$ cat config.mk
export PLATFORM = sky130hd
export DESIGN_NAME = game_tick_gen
export DESIGN_NICKNAME = d
export VERILOG_FILES = /design/src/rtl/game_tick_gen.sv
export SDC_FILE = /design/constraint.sdc
export NUM_CORES = 1
export LEC_CHECK = 0
export ABC_AREA = 1
export BUFFER_PORTS_ARGS = -buffer_cell sky130_fd_sc_hd__buf_4
export CORE_MARGIN = 2
export CORE_UTILIZATION = 59
export DETAILED_ROUTE_END_ITERATION = 16
export PLACE_DENSITY = 0.93
export SLEW_MARGIN = 10
export SYNTH_ARGS = -nofsm -noshare
export SYNTH_HDL_FRONTEND = slang
export SYNTH_SLANG_ARGS = --single-unit
$ cat constraint.sdc
create_clock -name in_clk -period 4.38 [get_ports in_clk]
set_input_delay 0.657 -clock in_clk [delete_from_list [all_inputs] [get_ports in_clk]]
set_output_delay 0.657 -clock in_clk [all_outputs]
set_load 0.05 [all_outputs]
$ cat src/rtl/game_tick_gen.sv
// Multi-channel frame-rate tick generator. It detects each frame end from the scanner
// coordinates, then divides frame events down per channel with runtime divisors.
module game_tick_gen #(
  parameter int X_W         = 10,
  parameter int Y_W         = 10,
  parameter int X_LAST      = 39,
  parameter int Y_LAST      = 29,
  parameter int NUM_CH      = 2,
  parameter int SEL_W       = 1,
  parameter int DIV_W       = 4,
  parameter int DIV_DEFAULT = 6,
  parameter int FRAME_W     = 16
) (
  input  logic               in_clk,
  input  logic               reset,
  input  logic [X_W-1:0]     x_in,
  input  logic [Y_W-1:0]     y_in,
  input  logic               pause,
  input  logic               step,
  input  logic               div_wr,
  input  logic [SEL_W-1:0]   div_sel,
  input  logic [DIV_W-1:0]   div_data,
  output logic [NUM_CH-1:0]  tick,
  output logic               frame_pulse,
  output logic [FRAME_W-1:0] frame_cnt
);

  logic               r_eof_d;
  logic               r_step_pend;
  logic               r_frame_pulse;
  logic [FRAME_W-1:0] r_frame_cnt;
  logic [NUM_CH-1:0]  r_tick;
  logic [DIV_W-1:0]   r_div [NUM_CH];
  logic [DIV_W-1:0]   r_cnt [NUM_CH];

  logic               w_eof_raw;
  logic               w_fe;
  logic               w_step_fire;
  logic               w_step_pend_nxt;
  logic [NUM_CH-1:0]  w_tick_nxt;
  logic [DIV_W-1:0]   w_div_nxt [NUM_CH];
  logic [DIV_W-1:0]   w_cnt_nxt [NUM_CH];

  assign w_eof_raw   = (x_in == X_W'(X_LAST)) && (y_in == Y_W'(Y_LAST));
  // A dwell on the last cell yields a single event; only the rising edge counts.
  assign w_fe        = w_eof_raw & ~r_eof_d;
  assign w_step_fire = w_fe & pause & r_step_pend;

  // Pending single-step request: only meaningful while paused, consumed by a frame event.
  always_comb begin
    w_step_pend_nxt = r_step_pend;
    if (!pause) begin
      w_step_pend_nxt = 1'b0;
    end else if (w_step_fire) begin
      w_step_pend_nxt = 1'b0;
    end else if (step) begin
      w_step_pend_nxt = 1'b1;
    end else begin
      w_step_pend_nxt = r_step_pend;
    end
  end

  // Per-channel divisor, frame counter and tick; a divisor write overrides everything else.
  always_comb begin
    for (int i = 0; i < NUM_CH; i++) begin
      w_div_nxt[i]  = r_div[i];
      w_cnt_nxt[i]  = r_cnt[i];
      w_tick_nxt[i] = 1'b0;
      if (div_wr && (div_sel == SEL_W'(i))) begin
        w_div_nxt[i] = div_data;
        w_cnt_nxt[i] = {DIV_W{1'b0}};
      end else if (r_div[i] == {DIV_W{1'b0}}) begin
        w_cnt_nxt[i] = {DIV_W{1'b0}};
      end else if (w_fe && !pause) begin
        if (r_cnt[i] == (r_div[i] - DIV_W'(1))) begin
          w_cnt_nxt[i]  = {DIV_W{1'b0}};
          w_tick_nxt[i] = 1'b1;
        end else begin
          w_cnt_nxt[i]  = r_cnt[i] + DIV_W'(1);
        end
      end else if (w_step_fire) begin
        w_cnt_nxt[i]  = {DIV_W{1'b0}};
        w_tick_nxt[i] = 1'b1;
      end else begin
        w_cnt_nxt[i] = r_cnt[i];
      end
    end
  end

  // State registers; eof_d resets high so releasing reset on the last cell is not a frame end.
  always_ff @(posedge in_clk or negedge reset) begin
    if (!reset) begin
      r_eof_d       <= 1'b1;
      r_step_pend   <= 1'b0;
      r_frame_pulse <= 1'b0;
      r_frame_cnt   <= {FRAME_W{1'b0}};
      r_tick        <= {NUM_CH{1'b0}};
      for (int i = 0; i < NUM_CH; i++) begin
        r_div[i] <= DIV_W'(DIV_DEFAULT);
        r_cnt[i] <= {DIV_W{1'b0}};
      end
    end else begin
      r_eof_d       <= w_eof_raw;
      r_step_pend   <= w_step_pend_nxt;
      r_frame_pulse <= w_fe;
      r_tick        <= w_tick_nxt;
      if (w_fe) begin
        r_frame_cnt <= r_frame_cnt + FRAME_W'(1);
      end else begin
        r_frame_cnt <= r_frame_cnt;
      end
      for (int i = 0; i < NUM_CH; i++) begin
        r_div[i] <= w_div_nxt[i];
        r_cnt[i] <= w_cnt_nxt[i];
      end
    end
  end

  assign tick        = r_tick;
  assign frame_pulse = r_frame_pulse;
  assign frame_cnt   = r_frame_cnt;

endmodule

==> impl_metrics.ini, run 1 <==
[status]
outcome = completed

[grt]
grt_start_max_net_pins = 38
grt_overflow_total = 0
groute.usage.overall_pct = 26.6
grt_first_pass_wirelength_um = 9070
antenna_found_initial = 0
first_global_vias = 2098

[run]
max_cap_violations = 0

[worst_setup_path]
critPathArrivalTime_ps = 1960
setup.worst_path.class = reg -> reg
worst_setup_path_end_kind = flip-flop
setup.worst_path.start_class = flip-flop
critical_path_required_ps = 4570
worst-path-max-fanout = 5

[synth]
postSynthNetCount = 350
syn_inst_count = 313
avgSynthCellArea_um2 = 7.57
count_of_distinct_cell_types_in_the_synthesized_netlist = 31
synth.cell_area_mm2 = 0.00237
ys_seq_elements = 37
synth_seq_area_share_pct = 39.4
count_of_yosys_warnings_during_synthesis = 0

[clocking]
post-cts-setup-buffer-count = 0
htreeDepth = 2
tritoncts.num_buffers = 5
clock_latency_at_the_later_pin_of_the_worst_skew_pair_ps = 290
clockBufferDepth = 2
tritoncts = built
postCtsResizedCells = 0
worst_setup_hold_path_clk_slew_ps = 80
ctsHoldBuffers = 0
clockRootBuffer = sky130_fd_sc_hd__clkbuf_8
cts_sinks = 37

[sta]
finalSetupViolCount = 0
final-hold-violation-count = 0
final.setup_skew_ps = 8.64
timing.fmax_mhz = 564
worstMarginPinSlew_ps = 519
finalSetupTns_ps = 0
clock_period_minus_final_worst_setup_slack_ps = 1770
timing.final.crit_share_pct = 40.5
slew_violations = 0
slew_headroom_pct = 65.3
grt_setup_unrepaired = no

[final_layout]
leading_cell_types_in_the_layout_fill_and_taps_excluded = 84 x sky130_fd_sc_hd__nand2_1, 48 x sky130_fd_sc_hd__buf_4, 42 x sky130_fd_sc_hd__inv_1, 36 x sky130_fd_sc_hd__nand3_1, 32 x sky130_fd_sc_hd__dfrtp_1
layout.cells.most_common = sky130_fd_sc_hd__nand2_1
drive_above_1_share_pct = 25.1
post-route-util_pct = 73.5
number_of_diodes_added_for_antenna_fixing = 0
final_nets = 402
syn_to_final_growth_pct = 22.4

[worst_hold_path]
hold_path_class = in -> async

[route]
wirelength_um = 5160
drtPass1Iterations = 4
post_drt_via_cell_ratio = 5.09
detailedRoute.firstIterationViolations = 235
drcViolationCount = 0
antenna_violating_nets_post_route = 0
average_routed_wire_per_standard_cell_um = 12.4
num_vias = 2116

[die]
core_ar_mm2 = 0.00394
die_footprint_mm2 = 0.00454
die-width_um = 67.4
floorplan.io_pins = 49
dieHeight_um = 67.4
initial_utilization_pct = 60.1
placement_rows = 23

[place]
dp_hpwl_um = 3830
place.port_buffers = 48
gp_congestion = 0.919

[power_and_ir_drop]
vdd_drop_max_mv = 0.302
power_leakage_uw = 0.00151
p_per_area_mw_per_mm2 = 281
-- stage by stage --
stage / instance area [µm²] / setup slack (ps) / instances / hold slack (ps) / power [µW]
2_1_floorplan: 2370 / 2640 / 313 / 361 / 429
3_3_place_gp: 2770 / 2530 / 408 / 465 / 468
3_5_place_dp: 2770 / 2440 / 408 / 483 / 473
4_1_cts: 2900 / 2630 / 416 / 319 / 822
5_1_grt: 2900 / 2510 / 416 / 342 / 855
6_report: 2900 / 2610 / 416 / 297 / 816
-- power by group --
| group | switching (µW) | internal (µW) | total (µW) | leakage (µW) |
|---|---|---|---|---|
| combinational | 62.7 | 43.4 | 106 | 0.000979 |
| clock | 122 | 226 | 348 | 0.0000681 |
| sequential | 6.68 | 355 | 362 | 0.000462 |
| total | 191 | 625 | 816 | 0.00151 |
-- synthesized netlist by cell type --
cell type,count,area (µm²)
sky130_fd_sc_hd__xor2_1,17,149
sky130_fd_sc_hd__dfrtp_1,32,801
sky130_fd_sc_hd__and2_2,1,7.51
sky130_fd_sc_hd__clkinv_2,1,5.00
sky130_fd_sc_hd__nor3_1,6,30.0
sky130_fd_sc_hd__o21ai_0,6,30.0
sky130_fd_sc_hd__a31oi_1,1,6.26
sky130_fd_sc_hd__clkbuf_1,1,3.75
sky130_fd_sc_hd__a21oi_4,1,16.3
sky130_fd_sc_hd__nand3b_1,2,15.0
sky130_fd_sc_hd__nor2_1,25,93.8
sky130_fd_sc_hd__nor3_2,2,20.0
sky130_fd_sc_hd__dfstp_2,5,131
sky130_fd_sc_hd__nor2_2,11,68.8
sky130_fd_sc_hd__nand2_1,84,315
sky130_fd_sc_hd__nand3_2,3,30.0
sky130_fd_sc_hd__nand4_1,1,6.26
sky130_fd_sc_hd__nor2_4,2,22.5
sky130_fd_sc_hd__and2_1,1,6.26
sky130_fd_sc_hd__buf_6,2,22.5
sky130_fd_sc_hd__and2_4,1,8.76
sky130_fd_sc_hd__inv_2,4,15.0
sky130_fd_sc_hd__nor3_4,1,16.3
sky130_fd_sc_hd__a21oi_1,3,15.0
sky130_fd_sc_hd__xnor2_1,5,43.8
sky130_fd_sc_hd__nand3_1,36,180
sky130_fd_sc_hd__nand2_2,3,18.8
sky130_fd_sc_hd__inv_1,42,158
sky130_fd_sc_hd__o2111ai_2,1,15.0
sky130_fd_sc_hd__o21ai_1,6,30.0
sky130_fd_sc_hd__ha_1,7,87.6
-- final cells by class --
class	count	area (µm²)
clock inverters	3	65.1
flip-flops and latches	37	932
well taps	50	62.6
repair buffers	48	360
inverters	47	178
clock buffers	5	68.8
fillers	285	1040
multi-input cells	226	1230
-- cell families (layout without fill, tap and decap cells) --
group           count (synthesis)  in the layout  share of synthesized area, %
simple gates                  179            179                          35.4
flops                          37             37                          39.4
xor+xnor                       22             22                          8.14
buf+inv                        50            103                          8.61
compound gates                 18             18                          4.75
fa+ha+maj                       7              7                          3.70
-- worst max-delay path, stage by stage (launching register included) --
cell and delay (ps):
sky130_fd_sc_hd__dfstp_2 550, sky130_fd_sc_hd__inv_1 70, sky130_fd_sc_hd__ha_1 290, sky130_fd_sc_hd__xnor2_1 140, sky130_fd_sc_hd__nor2_1 130, sky130_fd_sc_hd__nand3_1 200, sky130_fd_sc_hd__nand2_1 120, sky130_fd_sc_hd__nor2_1 50
sky130_fd_sc_hd__nand3_1 80, sky130_fd_sc_hd__nand2_1 50
-- final timing paths --
kind,start,endpoint,slack (ps),cells after the start
setup reg to reg,r_div[5],r_cnt[5],2610,9
hold / removal,reset,frame_cnt[14],300,1
setup / recovery,r_div[5],r_cnt[5],2610,9
max in group asynchronous,reset,r_div[5],3720,1
min in group in_clk,r_div[2],r_div[2],490,2
hold reg to reg,r_div[2],r_div[2],490,2
-- flip-flops by register name, indices dropped and copies added, names as in the netlist --
| name | count |
|---|---|
| r_step_pend | 1 |
| r_div | 8 |
| tick | 2 |
| frame_pulse | 1 |
| r_eof_d | 1 |
| frame_cnt | 16 |
| r_cnt | 8 |
-- metal layers --
layer	global-route usage, %	part of all wire (%)
met1	32.4	40
met2	44.9	52
met3	6.50	5.7
met4	11.2	2.1
met5	0	0
(Power assumes the default switching activity.)
==> run 2: changes to the inputs <==
CORE_UTILIZATION = 55   (was 59)
PLACE_DENSITY = 0.88   (was 0.93)
clock period = 1.68 ns   (was 4.38 ns; I/O delays follow)
==> run 2 against run 1 <==
- non-clock buffer count is 3 higher
- maximum frequency is 10% higher
- register-to-register slack worse by 2500 ps
- flip-flop and latch count stayed put
- die area is 6.8% higher
- utilization is 1.8 points lower
- total power is 130% higher
- count of clock-buffer cells in the layout is 3 higher
- critical path type unchanged
- clock power is 85% higher
- sequential share of layout area is 0.26 points lower
==> impl_metrics.ini, run 2 (synthesis gave the netlist of run 1 again) <==
[status]
outcome = completed

[route]
detailedRoute.firstIterationViolations = 186
antenna_violating_nets_post_route = 0
post_drt_via_cell_ratio = 5.24
met2_wirelength_um = 2570
drcViolationCount = 0
num_vias = 2196
route.met3.wl_um = 289
wirelength_um = 5170
average_routed_wire_per_standard_cell_um = 12.3
highest_layer = met4
drtPass1Iterations = 5
wirelength_met1_um = 2210

[clocking]
clock_latency_at_the_later_pin_of_the_worst_skew_pair_ps = 290
cts_sinks = 37
clockBufferDepth = 2
tritoncts = built
htreeDepth = 2
worst_setup_hold_path_clk_slew_ps = 70
clockRootBuffer = sky130_fd_sc_hd__clkbuf_8
tritoncts.num_buffers = 5

[place]
gp_congestion = 0.871
dp_hpwl_um = 3860
place_area_mm2 = 0.00278
place.detailed.instances = 410
place.port_buffers = 48

[grt]
first_global_vias = 2137
groute.usage.overall_pct = 22.8
grt_overflow_total = 0
antenna_found_initial = 0
grt_start_max_net_pins = 38
grt_first_pass_wirelength_um = 9130

[worst_setup_path]
setup.worst_path.class = reg -> reg
worst-path-max-fanout = 5
reg2reg_depth = 10
setup.worst_path.start_class = flip-flop
slack_of_the_worst_reg_to_reg_path_ps = 70
worst_setup_path_end_kind = flip-flop
critPathArrivalTime_ps = 1790
startpoint = r_div[1]
r2r-start = r_div[1]
critical_path_required_ps = 1860
endpoint_of_the_worst_slack_reg_to_reg_timing_path = r_cnt[0]

[sta]
timing.fmax_mhz = 621
finalSetupViolCount = 0
slew_violations = 0
slew_headroom_pct = 65.7
grt_setup_unrepaired = yes
clock_period_minus_final_worst_setup_slack_ps = 1610
final_hold_slack_ps = 182
final-hold-violation-count = 0
timing.final.crit_share_pct = 95.9
final.setup_skew_ps = 5.58
worstMarginPinSlew_ps = 513

[worst_hold_path]
hold_path_class = in -> reg
hold_end = r_div[6]
hold_path_startpoint = div_data[2]
holdPathStages = 3

[power_and_ir_drop]
power_leakage_uw = 0.00150
post-layout-total-power_uw = 1890
vdd_drop_max_mv = 0.606
p_per_area_mw_per_mm2 = 645

[die]
floorplan.io_pins = 49
placement_rows = 23
die_footprint_mm2 = 0.00485
initial_utilization_pct = 58.0
dieHeight_um = 69.6
die-width_um = 69.6
core_ar_mm2 = 0.00409

[final_layout]
max_reg_flops = 16
drive_above_1_share_pct = 28.2
final_area_mm2 = 0.00293
fillCellCount = 319
instances_no_fill = 419
post-route-util_pct = 71.7
final_nets = 405
leading_cell_types_in_the_layout_fill_and_taps_excluded = 82 x sky130_fd_sc_hd__nand2_1, 50 x sky130_fd_sc_hd__buf_4, 39 x sky130_fd_sc_hd__inv_1, 35 x sky130_fd_sc_hd__nand3_1, 30 x sky130_fd_sc_hd__dfrtp_1
layout.cells.most_common = sky130_fd_sc_hd__nand2_1
number_of_diodes_added_for_antenna_fixing = 0
syn_to_final_growth_pct = 23.7

[run]
max_cap_violations = 0
-- run 2: per-layer routing --
| metal | GRT usage, % | vias to the layer above |
|---|---|---|
| li1 | - | 1090 |
| met1 | 29.0 | 1014 |
| met2 | 38.1 | 78 |
| met3 | 5.38 | 14 |
| met4 | 7.69 | 0 |
| met5 | 0 | - |
-- run 2: critical path, cell delays in order, from the launching register on --
cell	delay, ps
sky130_fd_sc_hd__dfstp_2	540
sky130_fd_sc_hd__inv_4	50
sky130_fd_sc_hd__ha_4	250
sky130_fd_sc_hd__xor2_1	140
sky130_fd_sc_hd__nand2_1	60
sky130_fd_sc_hd__nor2_1	110
sky130_fd_sc_hd__nand2_2	100
sky130_fd_sc_hd__nand2_1	70
sky130_fd_sc_hd__nor2_1	40
sky130_fd_sc_hd__nand3_1	70
sky130_fd_sc_hd__nand2_1	60
-- run 2: report_power, final --
| part | total (µW) | internal [µW] | switching, µW | leakage [µW] |
|---|---|---|---|---|
| sequential | 946 | 926 | 19.2 | 0.000459 |
| combinational | 301 | 128 | 173 | 0.000993 |
| clock | 644 | 335 | 309 | 0.0000455 |
-- run 2: final cells by class --
class                           instances  area, µm²  share of cell area [%]
Timing Repair Buffer                   51        385                    13.2
Tap cell                               50       62.6                    2.13
Multi-Input combinational cell        226       1280                    43.6
Sequential cell                        37        935                    31.9
Clock buffer                            8       90.1                    3.07
Inverter                               47        180                    6.15
-- run 2: worst max path at each step --
stage                         end  slack, ps  cells after the start
floorplan           frame_cnt[14]         90                      9
detailed placement       r_cnt[0]          4                     10
global placement          tick[1]         90                      9
finish                   r_cnt[0]         70                     10
global route             r_cnt[1]        -30                     10
CTS                      r_cnt[0]        0.6                     10
-- run 2: stage by stage --
step / worst slack [ps] / TNS (ps)
global route: -28.8 / -71.3
detailed placement: 4.44 / 0
finish: 69.1 / 0
global placement: 85.1 / 0
floorplan: 93.4 / 0
CTS: 0.634 / 0
-- run 2: timing repair --
action / 4_1_cts / 5_1_grt
pin swaps: 3 / 6
buffers inserted: 0 / 0
hold buffers: 1 / 0
gates resized for setup: 2 / 10
endpoints found under the hold margin: 32 / 0
setup endpoints to repair: 4 / 11
cloned: 0 / 0
